### src/rtl/mem_arb_pkg.sv
// mem_arb_pkg: shared types and default widths for the RAM port A arbiter
package mem_arb_pkg;
  localparam int DEF_ADDR_W = 16;
  localparam int DEF_DATA_W = 8;
  typedef enum logic {OWN_CPU, OWN_HOST} owner_t;
  typedef enum logic [1:0] {NONE, CPU, HOST} rd_tag_t;
endpackage

### src/rtl/sat_counter.sv
// sat_counter: saturating up-counter with synchronous clear
// clk, rst (async, active-high) | inc: count up | clr: zero (wins over inc)
// cnt: current count | at_max: cnt == MAX
module sat_counter #(
  parameter int W   = 4,
  parameter int MAX = 4
) (
  input  logic         clk,
  input  logic         rst,
  input  logic         inc,
  input  logic         clr,
  output logic [W-1:0] cnt,
  output logic         at_max
);
  assign at_max = cnt == W'(MAX);
  always_ff @(posedge clk or posedge rst)
    if (rst) cnt <= '0;
    else if (clr) cnt <= '0;
    else if (inc && !at_max) cnt <= cnt + W'(1);
endmodule

### src/rtl/ram_port_a_arbiter.sv
// ram_port_a_arbiter: shares data-RAM port A between the CPU memory stage and a host loader
// cpu_*  : CPU request/stall/read-return | host_* : host request/grant/read-return
// ram_*  : RAM port A (address, data, wren out; q in, 1-cycle read latency)
// reset  : asynchronous, active-high
module ram_port_a_arbiter
  import mem_arb_pkg::*;
#(
  parameter int ADDR_W   = DEF_ADDR_W,
  parameter int DATA_W   = DEF_DATA_W,
  parameter int MAX_WAIT = 4,
  parameter int MAX_LOCK = 8
) (
  input  logic              clk,
  input  logic              reset,
  input  logic              cpu_req,
  input  logic              cpu_we,
  input  logic [ADDR_W-1:0] cpu_addr,
  input  logic [DATA_W-1:0] cpu_wdata,
  output logic              cpu_stall,
  output logic              cpu_rvalid,
  output logic [DATA_W-1:0] cpu_rdata,
  input  logic              host_req,
  input  logic              host_we,
  input  logic              host_lock,
  input  logic [ADDR_W-1:0] host_addr,
  input  logic [DATA_W-1:0] host_wdata,
  output logic              host_gnt,
  output logic              host_rvalid,
  output logic [DATA_W-1:0] host_rdata,
  output logic [ADDR_W-1:0] ram_address,
  output logic [DATA_W-1:0] ram_data,
  output logic              ram_wren,
  input  logic [DATA_W-1:0] ram_q
);
  // The burst grant that enters OWN_HOST counts toward MAX_LOCK, so the
  // owned state exits when lock_cnt hits MAX_LOCK-2 (MAX_LOCK grants total).
  localparam int LOCK_LAST = MAX_LOCK > 1 ? MAX_LOCK - 2 : 0;
  owner_t state, state_nx;
  rd_tag_t rd_tag, rd_tag_nx;
  logic [3:0] wait_cnt;
  logic [7:0] lock_cnt;
  logic wait_max, lock_last, cpu_gnt, wait_inc, lock_clr;
  logic [ADDR_W-1:0] addr_q;
  logic [DATA_W-1:0] data_q, cpu_rdata_q, host_rdata_q;
  sat_counter #(.W(4), .MAX(MAX_WAIT)) u_wait (
    .clk(clk), .rst(reset), .inc(wait_inc), .clr(!wait_inc), .cnt(wait_cnt), .at_max(wait_max)
  );
  sat_counter #(.W(8), .MAX(LOCK_LAST)) u_lock (
    .clk(clk), .rst(reset), .inc(state == OWN_HOST), .clr(lock_clr), .cnt(lock_cnt), .at_max(lock_last)
  );
  always_comb begin
    cpu_gnt   = state == OWN_CPU && cpu_req && !wait_max;
    host_gnt  = host_req && (state == OWN_HOST || !cpu_gnt);
    wait_inc  = host_req && !host_gnt;
    state_nx  = state == OWN_CPU
              ? (host_gnt && host_lock && MAX_LOCK > 1 ? OWN_HOST : OWN_CPU)
              : (host_req && host_lock && !lock_last ? OWN_HOST : OWN_CPU);
    lock_clr  = state == OWN_HOST && state_nx == OWN_CPU;
    cpu_stall = cpu_req && !cpu_gnt;
    ram_address = cpu_gnt ? cpu_addr : host_gnt ? host_addr : addr_q;
    ram_data    = cpu_gnt ? cpu_wdata : host_gnt ? host_wdata : data_q;
    ram_wren    = (cpu_gnt && cpu_we) || (host_gnt && host_we);
    rd_tag_nx   = cpu_gnt && !cpu_we ? CPU : host_gnt && !host_we ? HOST : NONE;
    cpu_rvalid  = rd_tag == CPU;
    host_rvalid = rd_tag == HOST;
    cpu_rdata   = cpu_rvalid ? ram_q : cpu_rdata_q;
    host_rdata  = host_rvalid ? ram_q : host_rdata_q;
  end
  always_ff @(posedge clk or posedge reset)
    if (reset) begin
      state        <= OWN_CPU;
      rd_tag       <= NONE;
      addr_q       <= '0;
      data_q       <= '0;
      cpu_rdata_q  <= '0;
      host_rdata_q <= '0;
    end else begin
      state        <= state_nx;
      rd_tag       <= rd_tag_nx;
      addr_q       <= ram_address;
      data_q       <= ram_data;
      cpu_rdata_q  <= cpu_rdata;
      host_rdata_q <= host_rdata;
    end
endmodule

### config.mk
export PLATFORM = sky130hd
export DESIGN_NAME = ram_port_a_arbiter
export DESIGN_NICKNAME = d
export VERILOG_FILES = /design/src/rtl/mem_arb_pkg.sv /design/src/rtl/sat_counter.sv /design/src/rtl/ram_port_a_arbiter.sv
export SDC_FILE = /design/constraint.sdc
export NUM_CORES = 1
export LEC_CHECK = 0
export ABC_AREA = 1
export CAP_MARGIN = 20
export CORE_ASPECT_RATIO = 0.75
export CORE_UTILIZATION = 30
export DETAILED_ROUTE_END_ITERATION = 10
export PLACE_DENSITY = 0.57
export SYNTH_ARGS = -nofsm -noshare
export SYNTH_HDL_FRONTEND = slang
export SYNTH_SLANG_ARGS = --single-unit
### constraint.sdc
create_clock -name clk -period 1.61 [get_ports clk]
set_input_delay 0.161 -clock clk [delete_from_list [all_inputs] [get_ports clk]]
set_output_delay 0.161 -clock clk [all_outputs]
set_load 0.05 [all_outputs]
Word-level counts from Yosys, hierarchy flattened --
Cells that the tools add are included.
Operators by class: reduce and logical (&&, ||, !) cells 24, add/sub/neg operators 2, equal/unequal tests 5, muxes and demuxes 15, bitwise operators 2
Operator list (count):
- $mux 8 | 6
- $mux 16 | 2
- $logic_and 1x1->1 | 15
- $add 8x1->8 const B | 1
- $eq 8x3->1 const B | 1
- $mux 4 | 2
- $logic_not 1->1 | 6
- $add 4x1->4 const B | 1
- $eq 4x3->1 const B | 1
- $mux 2 | 2
- $mux 1 | 3
- $eq 2x1->1 const B | 1
- $eq 2x2->1 const B | 1
- $logic_or 1x1->1 | 2
- $ne 2x2->1 const B | 1
- $not 1->1 | 2
- $reduce_bool 2->1 | 1
Word-level totals: flip-flop bits (word level) 55, logic and storage cells 56, output and inout bits 45

Logic depth before layout (Yosys ltp) --
word-level depth 12, depth in mapped cells 9

Hierarchy --
From an unflattened synthesis, not the netlist that was laid out.
Unflattened totals: cells, all modules 380, area, all modules 2884.0 um2
Modules (own cells, without submodules):
- ram_port_a_arbiter | area an instance 2039.5 um2, instances 1, cells each 267
- sat_counter (u_lock) | area an instance 588.1 um2, instances 1, cells each 80
- sat_counter (u_wait) | area an instance 256.5 um2, instances 1, cells each 33

Least setup slack after synthesis --
No wires, ideal clock.
path kind reg2reg, start point register rd_tag[0], end point register host_rdata_q[0], arrival time 2680 ps, library setup time 249 ps, path buffers 1, period minus slack after synthesis 2929 ps, path slack -1319 ps, stages on the path, launching flop included 5, data required time 1361 ps, cells stage by stage dfrtp_1 > nor2_1 > inv_1 > clkbuf_1 > o21ai_0
On the way: word-level cells in the longest chain between the ends 2
RTL lines:
- start, declared | line ram_port_a_arbiter.sv:39 | rd_tag_t rd_tag, rd_tag_nx;
- start signal, assigned | line ram_port_a_arbiter.sv:79 | rd_tag <= rd_tag_nx;
- $eq 2x2->1 | line ram_port_a_arbiter.sv:65 | host_rvalid = rd_tag == HOST;
- named net host_rvalid | line ram_port_a_arbiter.sv:28 | output logic host_rvalid,
- $mux 8 | line ram_port_a_arbiter.sv:67 | host_rdata = host_rvalid ? ram_q : host_rdata_q;
- named net host_rdata[0] | line ram_port_a_arbiter.sv:29 | output logic [DATA_W-1:0] host_rdata,
- end signal, assigned | line ram_port_a_arbiter.sv:83 | host_rdata_q <= host_rdata;
- end, declared | line ram_port_a_arbiter.sv:44 | logic [DATA_W-1:0] data_q, cpu_rdata_q, host_rdata_q;
The timed path passes the listed nets, and every way through them passes these cells. A chain may end at the register's enable or synchronous reset.

Worst setup path in the final report --
start point register u_wait.cnt[1], end point output ram_data[3]
On the way: word-level cells in the longest chain between the ends 8
RTL lines:
- start, declared | line sat_counter.sv:12 | output logic [W-1:0] cnt,
- start signal, assigned | line sat_counter.sv:19 | else if (inc && !at_max) cnt <= cnt + W'(1);
- $eq 4x3->1 (*) | line sat_counter.sv:15 | assign at_max = cnt == W'(MAX);
- $logic_not 1->1 (*) | line ram_port_a_arbiter.sv:52 | cpu_gnt = state == OWN_CPU && cpu_req && !wait_max;
- $logic_and 1x1->1 (*) | line ram_port_a_arbiter.sv:52
- $logic_not 1->1 | line ram_port_a_arbiter.sv:53 | host_gnt = host_req && (state == OWN_HOST || !cpu_gnt);
- $logic_or 1x1->1 | line ram_port_a_arbiter.sv:53
- $logic_and 1x1->1 | line ram_port_a_arbiter.sv:53
- $mux 8 | line ram_port_a_arbiter.sv:61 | ram_data = cpu_gnt ? cpu_wdata : host_gnt ? host_wdata : data_q;
- $mux 8 (*) | line ram_port_a_arbiter.sv:61
- end, declared | line ram_port_a_arbiter.sv:31 | output logic [DATA_W-1:0] ram_data,
Mark *: on every way between the ends. The rest lies on a longest branch, timed or not.

==> results.cfg <==
[timing]
fmax_mhz = 536
slew_viol_final = 0
layout_setup_ws_ps = -254
clock_skew_ps = 4.33
finalCritPeriodShare_pct = 116
setup_violations = 28
finalHoldViolCount = 0
rsz0062_at_grt = yes
tightest_slew_ps = 265
slew_headroom_pct = 82.3
fin_crit_ps = 1860

[final_layout]
syn2layout_area_growth_pct = 105
finalInstanceArea_um2 = 5310
finish.net_count = 543
final_layout_size_suffix_gt1_share_pct = 38.2
antenna_cells = 0
final_core_util_pct = 65.3

[floorplan]
start_util_pct = 31.8
die_area_um2 = 9000
rows = 28
die_w_um = 109
coreArea_um2 = 8130
die_h_um = 82.4
ioPinCount = 108

[route]
wl_mm = 8.07
drt.antenna.violating_nets = 0
wl_per_cell_um = 13.9
drt-pass1-iter-count = 4
route.detailed.drc = 0
drt-initial-drc-count = 111
vias_per_cell = 4.45
vias = 2587

[cts]
cts_tree = built
numClockSinks = 55
clkLatencyLatePin_ps = 290
cts.htree.levels = 2
numCtsBuffers = 5
ctsHoldBuffers = 0
cts_root_buffer = clkbuf_16
clkTransAtPathRegs_ps = 70
clk_path_buf_depth = 2

[power_and_ir_drop]
cellLeakagePower_nw = 2.54
power.total_w = 0.00522
ir_drop_v = 0.000687
power_density_nw_per_um2 = 983

[worst_setup_path]
crit_slowest_cell = dfrtp_1
crit_arrival_ps = 1700
required_ps = 1450
crit_buf_inv = 3
r2r_slack_ps = 0
endpoint_kind = output pin
cp_top_family = buffers and inverters
path_cells = inv_2 > ha_4 > nand3_4 > nand2_8 > clkbuf_16 > nor2_2 > a31oi_4 > buf_12
max_stage_delay_ps = 390
worstSetupStartpointType = flip-flop
worstSetupPathType = flip-flop to output pin
path_max_fanout = 8
r2r_start = u_wait.cnt[1]
crit_path_start = u_wait.cnt[1]

[yosys]
synth_cell_types = 24
synth_fp_nets = 383
syn_area_um2 = 2590
netlist.area_leader.share_pct = 53.2
yosysSeqAreaShare_pct = 53.2
syn_area_per_cell_um2 = 8.18
syn_inst = 316
ys_seq_elements = 55
yosys.area.top_type = dfrtp_1
yosys_warnings = 0
synthTopCellsByArea = dfrtp_1 (53%), nand2_1 (13%), inv_1 (7.8%)

[placed_design]
dpl.hpwl_mm = 5.42
placed_area_um2 = 4690
gp_congestion = 0.767
port_buffers = 107

[global_routing]
grt_pass1_wl_mm = 12.0
antenna_found_initial = 0
grt_pass1_vias = 2441
grt_max_degree = 47
track_usage_pct = 17.5
gr-total-overflow = 0

[status]
outcome = finished, violations left
violations = setup timing

[run]
max_cap_viol_count = 0

[min_path]
hold_class = primary input to async pin
==> sequential cells by signal, indices dropped and copies added, names as in the netlist <==
register,cells
addr_q,16
cpu_rdata_q,8
data_q,8
host_rdata_q,8
u_lock.cnt,8
u_wait.cnt,4
rd_tag,2
state,1
==> power breakdown <==
group / switching [W] / internal (W) / leakage (nW)
sequential: 0.0000743 / 0.00157 / 0.675
combinational: 0.00128 / 0.00121 / 1.80
clock: 0.000477 / 0.000609 / 0.0727
total: 0.00183 / 0.00339 / 2.54
==> cell usage in the layout (no fill, tap or decap), types with 4 or more instances in the layout <==
cell,n
inv_1,40
o21ai_1,10
o21ai_2,15
buf_12,50
clkbuf_16,9
buf_4,43
nor2_1,15
inv_2,13
a31oi_4,8
nand3_1,13
nor2_2,5
nand3_2,9
o21ai_4,8
nor2_4,4
nand2_1,87
dfrtp_1,55
clkdlybuf4s50_1,62
==> routing by layer <==
layer | vias to the layer above | routed length [um] | GRT usage (%)
met5 | - | 0 | 0
met4 | 0 | 61 | 4.00
met3 | 6 | 450 | 3.77
met2 | 66 | 3710 | 29.1
met1 | 1212 | 3850 | 23.6
li1 | 1303 | - | -
==> per-stage QoR <==
stage / hold WS [ps] / std cells / setup slack [ps] / TNS (ps)
final: 107 / 581 / -254 / -5400
after floorplan: 226 / 316 / -160 / -2440
after global routing: 129 / 581 / -368 / -8210
after detailed placement: 422 / 549 / -85.0 / -1670
after CTS: 109 / 562 / -294 / -6910
after global placement: 417 / 549 / -97.7 / -1710
==> path summary, 6_finish.rpt <==
check	cells after the start	end
setup / recovery	8	ram_data[3]
hold / removal	2	host_rdata_q[3]
setup reg to reg	10	data_q[4]
hold reg to reg	2	cpu_rdata_q[3]
max in group asynchronous	3	data_q[7]
min in group clk	2	rd_tag[0]
==> Yosys cell counts <==
cell      instances
nand2_1          88
dfrtp_1          55
inv_1            54
o21ai_0          32
nand3_1          23
nor2_1           22
a31oi_1           8
buf_4             5
buf_2             4
ha_1              4
xor2_1            3
clkbuf_1          2
nand2_4           2
nand4_1           2
nor2_2            2
xnor2_1           2
a21boi_2          1
a21oi_1           1
buf_6             1
inv_2             1
nand2_2           1
nand3_2           1
o21ai_2           1
o22ai_1           1
==> cell families (layout without fill, tap and decap cells) <==
| logic type | Yosys count | count (layout) | share of synthesized area (%) |
|---|---|---|---|
| compound gates | 44 | 44 | 9.34 |
| buf+inv | 67 | 226 | 10.9 |
| flops | 55 | 55 | 53.2 |
| xor+xnor | 5 | 5 | 1.69 |
| simple gates | 141 | 142 | 22.9 |
| fa+ha+maj | 4 | 4 | 1.94 |
==> what timing repair did <==
action,4_1_cts,5_1_grt
buffers inserted,5,14
endpoints found under the hold margin,0,0
pin swaps,0,6
setup endpoints to repair,43,53
resized for setup,16,58
cloned,1,5
==> cell type report <==
type | instances | area (um^2)
Sequential cell | 55 | 1380
Clock inverter | 1 | 5.00
Clock buffer | 6 | 139
Inverter | 55 | 211
Fill cell | 649 | 2820
Timing Repair Buffer | 164 | 2120
Tap cell | 105 | 131
Multi-Input combinational cell | 195 | 1330
(Power assumes the default switching activity.)
